==> src/rtl/hazard_fwd_unit_if.sv <==
// rtl/hazard_fwd_unit_if.sv - ID-stage decode bus feeding the hazard/forwarding unit
interface hazard_fwd_unit_if #(
  parameter int REG_ADDR_W = 3
);
  logic                  id_valid;
  logic [REG_ADDR_W-1:0] id_rs1;
  logic [REG_ADDR_W-1:0] id_rs2;
  logic                  id_rs1_used;
  logic                  id_rs2_used;
  logic [REG_ADDR_W-1:0] id_rd;
  logic                  id_reg_write;
  logic                  id_mem_read;

  // Decode stage drives the bus
  modport master (
    output id_valid, id_rs1, id_rs2, id_rs1_used, id_rs2_used,
           id_rd, id_reg_write, id_mem_read
  );

  // Hazard unit observes the bus
  modport slave (
    input  id_valid, id_rs1, id_rs2, id_rs1_used, id_rs2_used,
           id_rd, id_reg_write, id_mem_read
  );
endinterface

==> src/rtl/hazard_fwd_unit.sv <==
// rtl/hazard_fwd_unit.sv - load-use hazard detection and EX operand forwarding control
module hazard_fwd_unit #(
  parameter int REG_ADDR_W = 3,
  parameter int CNT_W      = 16
) (
  input  logic                 clk,
  input  logic                 rst,
  hazard_fwd_unit_if.slave     id,
  input  logic                 flush,
  input  logic                 hold,
  output logic [1:0]           forward_a,
  output logic [1:0]           forward_b,
  output logic                 stall,
  output logic                 ex_bubble,
  output logic [CNT_W-1:0]     stall_count
);

  localparam logic [1:0] FWD_RF = 2'b00;
  localparam logic [1:0] FWD_WB = 2'b01;
  localparam logic [1:0] FWD_EX = 2'b10;

  // The WB-stage producer is covered by the write-through register file,
  // so only the EX and MEM occupants influence any output. MEM never needs
  // its load flag because a load in MEM forwards like any other producer.
  logic                  ex_valid_q, ex_valid_d;
  logic [REG_ADDR_W-1:0] ex_rd_q, ex_rd_d;
  logic                  ex_reg_write_q, ex_reg_write_d;
  logic                  ex_is_load_q, ex_is_load_d;
  logic                  mem_valid_q, mem_valid_d;
  logic [REG_ADDR_W-1:0] mem_rd_q, mem_rd_d;
  logic                  mem_reg_write_q, mem_reg_write_d;
  logic [1:0]            fwd_a_q, fwd_a_d;
  logic [1:0]            fwd_b_q, fwd_b_d;
  logic [CNT_W-1:0]      stall_cnt_q, stall_cnt_d;

  logic ex_hit_a, ex_hit_b, mem_hit_a, mem_hit_b;
  logic load_use, id_advance;

  function automatic logic produces(input logic v, input logic rw,
                                    input logic [REG_ADDR_W-1:0] rd,
                                    input logic [REG_ADDR_W-1:0] r);
    return v && rw && (rd == r) && (r != '0);
  endfunction

  // Youngest producer wins: EX result first, then MEM write-back data
  function automatic logic [1:0] fwd_sel(input logic used, input logic ex_hit,
                                         input logic ex_load, input logic mem_hit);
    if (!used)                return FWD_RF;
    if (ex_hit && !ex_load)   return FWD_EX;
    if (mem_hit)              return FWD_WB;
    return FWD_RF;
  endfunction

  // Hazard detection, forward selection and next-state for all trackers
  always_comb begin
    ex_hit_a  = produces(ex_valid_q, ex_reg_write_q, ex_rd_q, id.id_rs1);
    ex_hit_b  = produces(ex_valid_q, ex_reg_write_q, ex_rd_q, id.id_rs2);
    mem_hit_a = produces(mem_valid_q, mem_reg_write_q, mem_rd_q, id.id_rs1);
    mem_hit_b = produces(mem_valid_q, mem_reg_write_q, mem_rd_q, id.id_rs2);

    load_use   = ex_is_load_q && ((id.id_rs1_used && ex_hit_a) ||
                                  (id.id_rs2_used && ex_hit_b));
    stall      = !hold && id.id_valid && !flush && load_use;
    ex_bubble  = !hold && (stall || flush);
    id_advance = id.id_valid && !stall && !flush;

    ex_valid_d      = ex_valid_q;
    ex_rd_d         = ex_rd_q;
    ex_reg_write_d  = ex_reg_write_q;
    ex_is_load_d    = ex_is_load_q;
    mem_valid_d     = mem_valid_q;
    mem_rd_d        = mem_rd_q;
    mem_reg_write_d = mem_reg_write_q;
    fwd_a_d         = fwd_a_q;
    fwd_b_d         = fwd_b_q;
    stall_cnt_d     = stall_cnt_q;

    if (!hold) begin
      mem_valid_d     = ex_valid_q;
      mem_rd_d        = ex_rd_q;
      mem_reg_write_d = ex_reg_write_q;
      // A bubble still carries the ID fields, but its valid bit of 0 masks them
      ex_valid_d      = id_advance;
      ex_rd_d         = id.id_rd;
      ex_reg_write_d  = id.id_reg_write;
      ex_is_load_d    = id.id_mem_read;
      fwd_a_d = id_advance ? fwd_sel(id.id_rs1_used, ex_hit_a, ex_is_load_q, mem_hit_a) : FWD_RF;
      fwd_b_d = id_advance ? fwd_sel(id.id_rs2_used, ex_hit_b, ex_is_load_q, mem_hit_b) : FWD_RF;
      if (stall && (stall_cnt_q != {CNT_W{1'b1}})) begin
        stall_cnt_d = stall_cnt_q + {{(CNT_W-1){1'b0}}, 1'b1};
      end
    end
  end

  // Pipeline trackers, registered selects and stall counter
  always_ff @(posedge clk or negedge rst) begin
    if (!rst) begin
      ex_valid_q      <= 1'b0;
      ex_rd_q         <= '0;
      ex_reg_write_q  <= 1'b0;
      ex_is_load_q    <= 1'b0;
      mem_valid_q     <= 1'b0;
      mem_rd_q        <= '0;
      mem_reg_write_q <= 1'b0;
      fwd_a_q         <= FWD_RF;
      fwd_b_q         <= FWD_RF;
      stall_cnt_q     <= '0;
    end else begin
      ex_valid_q      <= ex_valid_d;
      ex_rd_q         <= ex_rd_d;
      ex_reg_write_q  <= ex_reg_write_d;
      ex_is_load_q    <= ex_is_load_d;
      mem_valid_q     <= mem_valid_d;
      mem_rd_q        <= mem_rd_d;
      mem_reg_write_q <= mem_reg_write_d;
      fwd_a_q         <= fwd_a_d;
      fwd_b_q         <= fwd_b_d;
      stall_cnt_q     <= stall_cnt_d;
    end
  end

  assign forward_a   = fwd_a_q;
  assign forward_b   = fwd_b_q;
  assign stall_count = stall_cnt_q;

endmodule

==> src/flat_wrapper.sv <==
// flat-port wrapper written by rule: the top's interface ports become plain ports
module hazard_fwd_unit_flat 
#(
  parameter int REG_ADDR_W = 3,
  parameter int CNT_W      = 16
)
  (clk, rst, flush, hold, forward_a, forward_b, stall, ex_bubble, stall_count, id_id_valid, id_id_rs1, id_id_rs2, id_id_rs1_used, id_id_rs2_used, id_id_rd, id_id_reg_write, id_id_mem_read);
  hazard_fwd_unit_if #(.REG_ADDR_W(REG_ADDR_W)) id_i ();
  input  logic clk;
  input  logic rst;
  input  logic flush;
  input  logic hold;
  output logic [1:0] forward_a;
  output logic [1:0] forward_b;
  output logic stall;
  output logic ex_bubble;
  output logic [CNT_W-1:0] stall_count;
  input wire logic [$bits(id_i.id_valid)-1:0] id_id_valid;
  input wire logic [$bits(id_i.id_rs1)-1:0] id_id_rs1;
  input wire logic [$bits(id_i.id_rs2)-1:0] id_id_rs2;
  input wire logic [$bits(id_i.id_rs1_used)-1:0] id_id_rs1_used;
  input wire logic [$bits(id_i.id_rs2_used)-1:0] id_id_rs2_used;
  input wire logic [$bits(id_i.id_rd)-1:0] id_id_rd;
  input wire logic [$bits(id_i.id_reg_write)-1:0] id_id_reg_write;
  input wire logic [$bits(id_i.id_mem_read)-1:0] id_id_mem_read;
  assign id_i.id_valid = id_id_valid;
  assign id_i.id_rs1 = id_id_rs1;
  assign id_i.id_rs2 = id_id_rs2;
  assign id_i.id_rs1_used = id_id_rs1_used;
  assign id_i.id_rs2_used = id_id_rs2_used;
  assign id_i.id_rd = id_id_rd;
  assign id_i.id_reg_write = id_id_reg_write;
  assign id_i.id_mem_read = id_id_mem_read;
  hazard_fwd_unit #(.REG_ADDR_W(REG_ADDR_W), .CNT_W(CNT_W)) u_core (.clk(clk), .rst(rst), .id(id_i), .flush(flush), .hold(hold), .forward_a(forward_a), .forward_b(forward_b), .stall(stall), .ex_bubble(ex_bubble), .stall_count(stall_count));
endmodule
==> config.mk <==
export PLATFORM = sky130hd
export DESIGN_NAME = hazard_fwd_unit_flat
export DESIGN_NICKNAME = d
export VERILOG_FILES = /design/src/rtl/hazard_fwd_unit_if.sv /design/src/rtl/hazard_fwd_unit.sv /design/src/flat_wrapper.sv
export SDC_FILE = /design/constraint.sdc
export NUM_CORES = 1
export LEC_CHECK = 0
export ABC_AREA = 1
export CAP_MARGIN = 20
export CELL_PAD_IN_SITES_DETAIL_PLACEMENT = 2
export CELL_PAD_IN_SITES_GLOBAL_PLACEMENT = 2
export CORE_MARGIN = 5
export CORE_UTILIZATION = 26
export DETAILED_ROUTE_END_ITERATION = 8
export PLACE_DENSITY = 0.77
export SLEW_MARGIN = 30
export SYNTH_ARGS = -nofsm -noshare
export SYNTH_HDL_FRONTEND = slang
export SYNTH_SLANG_ARGS = --single-unit
export TNS_END_PERCENT = 10
==> constraint.sdc <==
create_clock -name clk -period 1.48 [get_ports clk]
set_input_delay 0.148 -clock clk [delete_from_list [all_inputs] [get_ports clk]]
set_output_delay 0.148 -clock clk [all_outputs]
set_load 0.01 [all_outputs]
==> results of run 1 <==
## placed cells by master, fill, tap and decap left out, types with 11 or more instances in the layout
cell	n
o21ai_0	11
nand3_1	13
inv_1	31
dlygate4sd2_1	11
buf_4	46
nor2_1	23
nand2_1	62
o21ai_2	14
dfrtp_1	28
xor2_1	12
nand2_2	11
clkdlybuf4s50_1	21
## flip-flops by register name, indices dropped and copies added (netlist names)
signal                  flops
u_core.ex_valid_q           1
u_core.mem_rd_q             3
u_core.forward_a            2
u_core.mem_valid_q          1
u_core.forward_b            2
u_core.stall_count         16
u_core.ex_rd_q              3
u_core.mem_reg_write_q      1
u_core.ex_is_load_q         1
u_core.ex_reg_write_q       1
## through the flow
stage	TNS [ns]	setup WS [ns]
2_1_floorplan	0	0.00825
3_3_place_gp	-7.33	-0.699
3_5_place_dp	-9.17	-0.748
4_1_cts	-4.04	-0.334
5_1_grt	-6.70	-0.378
6_report	-5.12	-0.301
## worst max-delay path by stage
stage                                       end  slack (ns)  depth (start not counted)
final                                 ex_bubble       -0.30                          7
after global placement                ex_bubble       -0.70                         10
after global routing                  ex_bubble       -0.38                          8
after CTS                             ex_bubble       -0.33                          9
after floorplan           u_core.stall_count[4]       0.008                          8
after detailed placement              ex_bubble       -0.75                         10
## routing by layer
metal	wire length (um)	vias up	share of wire	GRT usage
met2	3910	34	0.55	0.331
li1	-	967	-	-
met3	179	11	0.025	0.0258
met1	2840	1013	0.40	0.176
met5	0	-	0	0
met4	138	0	0.020	0.0616
## cell usage after synthesis (all sizes together), types with 3 or more instances
cell | n | area (um^2)
xor2 | 12 | 105
xnor2 | 6 | 52.6
nor3 | 3 | 26.3
nor2 | 27 | 101
dfrtp | 31 | 776
nand4 | 8 | 56.3
buf | 3 | 33.8
clkbuf | 3 | 11.3
inv | 39 | 146
nand3 | 16 | 92.6
nand2 | 74 | 300
o21ai | 26 | 183
## power by group
part | internal [mW] | switching [mW] | total (mW) | leakage [nW]
Combinational | 0.139 | 0.165 | 0.304 | 1.07
Clock | 0.330 | 0.335 | 0.665 | 0.0422
Sequential | 0.879 | 0.0335 | 0.913 | 0.412
Total | 1.35 | 0.534 | 1.88 | 1.52
## cell type report
cell class / instances / area [um^2]
fillers: 854 / 4300
well taps: 99 / 124
repair buffers: 88 / 788
inverters: 39 / 154
clock inverters: 1 / 5.00
clock buffers: 7 / 76.3
multi-input cells: 177 / 1030
flip-flops and latches: 31 / 779
## logic make-up (layout without fill, tap and decap cells)
| group | after synthesis | in the layout | share of synthesized area |
|---|---|---|---|
| simple gates | 130 | 130 | 0.312 |
| buf+inv | 45 | 135 | 0.0990 |
| flops | 31 | 31 | 0.401 |
| compound gates | 28 | 28 | 0.0996 |
| xor+xnor | 18 | 18 | 0.0815 |
| fa+ha+maj | 1 | 1 | 0.00647 |
## worst max-delay path: cells and delay by family (launching register included)
kind / cells / cell delay (ns)
flops: 1 / 0.44
buf+inv: 1 / 0.12
xor+xnor: 1 / 0.18
simple gates: 4 / 0.43
compound gates: 1 / 0.16
## timing repair
action / CTS / global route
pin swaps: 10 / 4
gates resized for setup: 36 / 15
hold buffers: 0 / 0
setup endpoints to repair: 32 / 28
buffers inserted: 6 / 0
==> results.json, run 1 <==
{
  "initial_utilization": 0.267,
  "total_power_mw": 1.88,
  "period_share": 1.20,
  "r2r-start": "u_core.ex_rd_q[2]",
  "synthDistinctLibCells": 22,
  "setup_viol_count_final": 23,
  "final_core_util": 0.407,
  "die_width_um": 96.3,
  "core-area_um2": 7250,
  "dp_hpwl_um": 5280,
  "netlist_instances": 253,
  "maxSlewHeadroom": 0.697,
  "dp.cells": 428,
  "worstPathRequired_ns": 1.33,
  "maxCapViolations": 0,
  "synth_area_um2": 1930,
  "placed_cell_area_um2": 2740,
  "p_per_area_nw_per_um2": 637,
  "numCtsBuffers": 5,
  "area_growth_pct": 52.7,
  "tritoncts": "yes",
  "rr_worst_depth": 10,
  "fin_area_um2": 2950,
  "track_usage": 0.168,
  "hold_path.class": "in -> async",
  "placementRows": 31,
  "clockBufferDepth": 2,
  "path_cells": "xor2_1 > nor2_2 > nand3_1 > nand2_2 > nand2_4 > a21oi_4 > buf_6",
  "path_clk_slew_ns": 0.07,
  "max_freq_mhz": 562,
  "synth_edf_count": 0,
  "htree_num_levels": 2,
  "cp_slowest_stage_delay_ns": 0.44,
  "overflow": 0,
  "syn_nets": 272,
  "fin_hold_ws_ns": 0.262,
  "yosysWarnings": 0,
  "crit_path_max_fanout": 3,
  "async_reset_ff_frac": 1.00,
  "skew_ns": 0.00707,
  "final_nets": 361,
  "slew_violations": 0,
  "cts_num_sinks": 31,
  "ioPinCount": 40,
  "status": "finished with violations",
  "vias": 2025,
  "grt_pass1_vias": 2492,
  "slowest_stage": "dfrtp_2",
  "dieArea_um2": 9270,
  "clkLatencyLatePin_ns": 0.29,
  "finalNonFillerCells": 442,
  "tightest_slew_ns": 0.451,
  "wl_um": 7070,
  "drtPass1Iterations": 4,
  "ys.flop_type": "dfrtp_1",
  "cp-end-kind": "output port",
  "crit_start": "u_core.ex_rd_q[2]",
  "cp-start-kind": "register",
  "violations": "negative setup slack",
  "ir_worst_vdd_v": 0.000352,
  "antenna_left": 0,
  "worstSetupPathType": "reg -> out",
  "antenna_found_initial": 0,
  "drive_gt1_frac": 0.312,
  "worstReg2RegEnd": "u_core.stall_count[8]",
  "p_leak_nw": 1.52,
  "die_y_um": 96.3,
  "hold_violations": 0,
  "drc": 0,
  "ys_seq_elements": 31,
  "grt_start_max_net_pins": 32,
  "antenna_cells": 0,
  "grt_pass1_wl_um": 11800,
  "port_buffers": 39,
  "via_per_inst": 4.58,
  "setup_ws_ns": -0.301,
  "rsz0062_at_grt": "yes",
  "post_drt_wl_per_cell_um": 16.0,
  "finalCriticalPeriod_ns": 1.78,
  "worstPathArrival_ns": 1.63,
  "rrSetupSlack_ns": -0.27,
  "syn_avg_cell_area_um2": 7.65,
  "root_buffer": "clkbuf_8",
  "drtIter0Drc": 34,
  "globalplace.congestion": 0.776,
  "ys_seq_area_frac": 0.401
}
(Power assumes the default switching activity.)
==> run 2, diff against run 1 <==
--- a/config.mk
+++ b/config.mk
@@ -9,6 +9,7 @@
 export CAP_MARGIN = 20
 export CELL_PAD_IN_SITES_DETAIL_PLACEMENT = 2
 export CELL_PAD_IN_SITES_GLOBAL_PLACEMENT = 2
+export CORE_ASPECT_RATIO = 0.6
 export CORE_MARGIN = 5
 export CORE_UTILIZATION = 26
 export DETAILED_ROUTE_END_ITERATION = 8
==> run 2 against run 1 <==
Against the previous run:
- the run still ends with negative setup slack left
- global-route usage shrank 0.29 points
- critical endpoint unchanged
- routed wire length rose by 8.4%
- register-to-register slack is essentially flat
==> results.json, run 2 (synthesis results as in run 1) <==
{
  "status": "finished with violations",
  "violations": "negative setup slack",
  "initial_utilization": 0.267,
  "p_per_area_nw_per_um2": 723,
  "cp-end-kind": "output port",
  "total_power_mw": 2.25,
  "drc": 0,
  "maxCapViolations": 0,
  "overflow": 0,
  "clkLatencyLatePin_ns": 0.28,
  "maxSlewHeadroom": 0.772,
  "dp.cells": 436,
  "cp-start-kind": "register",
  "antenna_left": 0,
  "pre_cts_ws_ns": -0.746,
  "wl_um": 7660,
  "slowest_stage": "dfrtp_2",
  "crit_start": "u_core.ex_rd_q[1]",
  "setup_viol_count_final": 21,
  "max_freq_mhz": 562,
  "finalNonFillerCells": 451,
  "final_cell_mix": "nand2_1, buf_4, inv_1",
  "clockBufferDepth": 2,
  "drtIter0Drc": 71,
  "port_buffers": 39,
  "worstPathRequired_ns": 1.33,
  "dieArea_um2": 9320,
  "root_buffer": "clkbuf_16",
  "die_y_um": 76.8,
  "placementRows": 24,
  "finalCriticalPeriod_ns": 1.78,
  "tightest_slew_ns": 0.339,
  "tns_ns": -4.69,
  "ioPinCount": 40,
  "htree_num_levels": 2,
  "slew_violations": 0,
  "final_common_cell": "nand2_1",
  "core-area_um2": 7240,
  "ir_worst_vdd_v": 0.000354,
  "post_drt_wl_per_cell_um": 17.0,
  "p_leak_nw": 1.65,
  "antenna_found_initial": 0,
  "path_clk_slew_ns": 0.05,
  "antenna_cells": 0,
  "die_width_um": 121,
  "cp_slowest_stage_delay_ns": 0.46,
  "rsz0062_at_grt": "yes",
  "r2r-start": "u_core.ex_rd_q[1]",
  "track_usage": 0.165,
  "period_share": 1.20,
  "worstPathArrival_ns": 1.63,
  "globalplace.congestion": 0.859,
  "final_core_util": 0.429,
  "tritoncts": "yes",
  "crit_path_max_fanout": 4,
  "via_per_inst": 4.49,
  "hold_violations": 0,
  "path_cells": "nand2_2 > nand3_2 > nor2_4 > nand3_2 > nand2_2 > nand2_4 > a21oi_4 > buf_6",
  "setup_ws_ns": -0.300,
  "skew_ns": 0.00516,
  "vias": 2027,
  "drtPass1Iterations": 4,
  "largest_register_ff_count": 16,
  "numCtsBuffers": 5,
  "grt_pass1_wl_um": 12000,
  "hold_buffers": 0,
  "worstSetupPathType": "reg -> out",
  "drive_gt1_frac": 0.343,
  "hold_path.class": "in -> async",
  "cts_num_sinks": 31,
  "dp_hpwl_um": 5790,
  "final_nets": 365,
  "grt_start_max_net_pins": 32,
  "area_growth_pct": 60.6,
  "grt_pass1_vias": 2284
}
==> run 2: area by class of cell <==
| class | count | area [um^2] |
|---|---|---|
| clock buffer | 6 | 129 |
| fill | 832 | 4130 |
| clock inverter | 2 | 12.5 |
| timing repair buffer | 92 | 853 |
| inverter | 39 | 149 |
| sequential | 31 | 779 |
| multi-input combinational | 177 | 1050 |
| tap | 104 | 130 |
==> run 2: stage by stage <==
stage / cell area, um^2 / hold slack, ns
detailed placement: 2780 / 0.502
global placement: 2780 / 0.474
floorplan: 1940 / -0.148
finish: 3110 / 0.239
global route: 3110 / 0.264
CTS: 3000 / 0.254
==> run 2: repair_timing <==
| action | CTS | global route |
|---|---|---|
| endpoints found under the setup margin | 29 | 31 |
| hold endpoints to repair | 0 | 0 |
| cloned | 0 | 1 |
| pin swaps | 9 | 10 |
| gates resized for setup | 35 | 23 |
| setup buffers | 6 | 0 |
==> run 2: worst paths after layout <==
kind	cells after the start	endpoint	slack, ns
min in group clk	3	u_core.ex_rd_q[2]	0.40
worst min-delay path	2	u_core.ex_rd_q[0]	0.24
worst max-delay path	8	ex_bubble	-0.30
max in group asynchronous	2	u_core.ex_rd_q[2]	1.05
worst max register to register	11	u_core.stall_count[2]	-0.27
worst min register to register	2	u_core.forward_b[0]	0.50
==> run 2: worst max-delay path, delay by kind of cell, from the launching register on <==
family / cells / cell delay, ns
simple gates: 6 / 0.60
flops: 1 / 0.46
compound gates: 1 / 0.16
buf+inv: 1 / 0.12
==> run 2: where the power goes <==
group          internal (mW)  switching, mW  total, mW  leakage (nW)
Clock                  0.620          0.390       1.01        0.0669
Sequential             0.881         0.0417      0.923         0.413
Combinational          0.145          0.168      0.313          1.17
Total                   1.65          0.599       2.25          1.65
==> run 2: metal layers <==
metal | global-route usage | wire length (um) | vias to the layer above
met5 | 0 | 0 | -
met4 | 0.0369 | 57 | 0
met3 | 0.0309 | 211 | 4
met2 | 0.257 | 3480 | 30
met1 | 0.238 | 3910 | 1013
li1 | - | - | 980
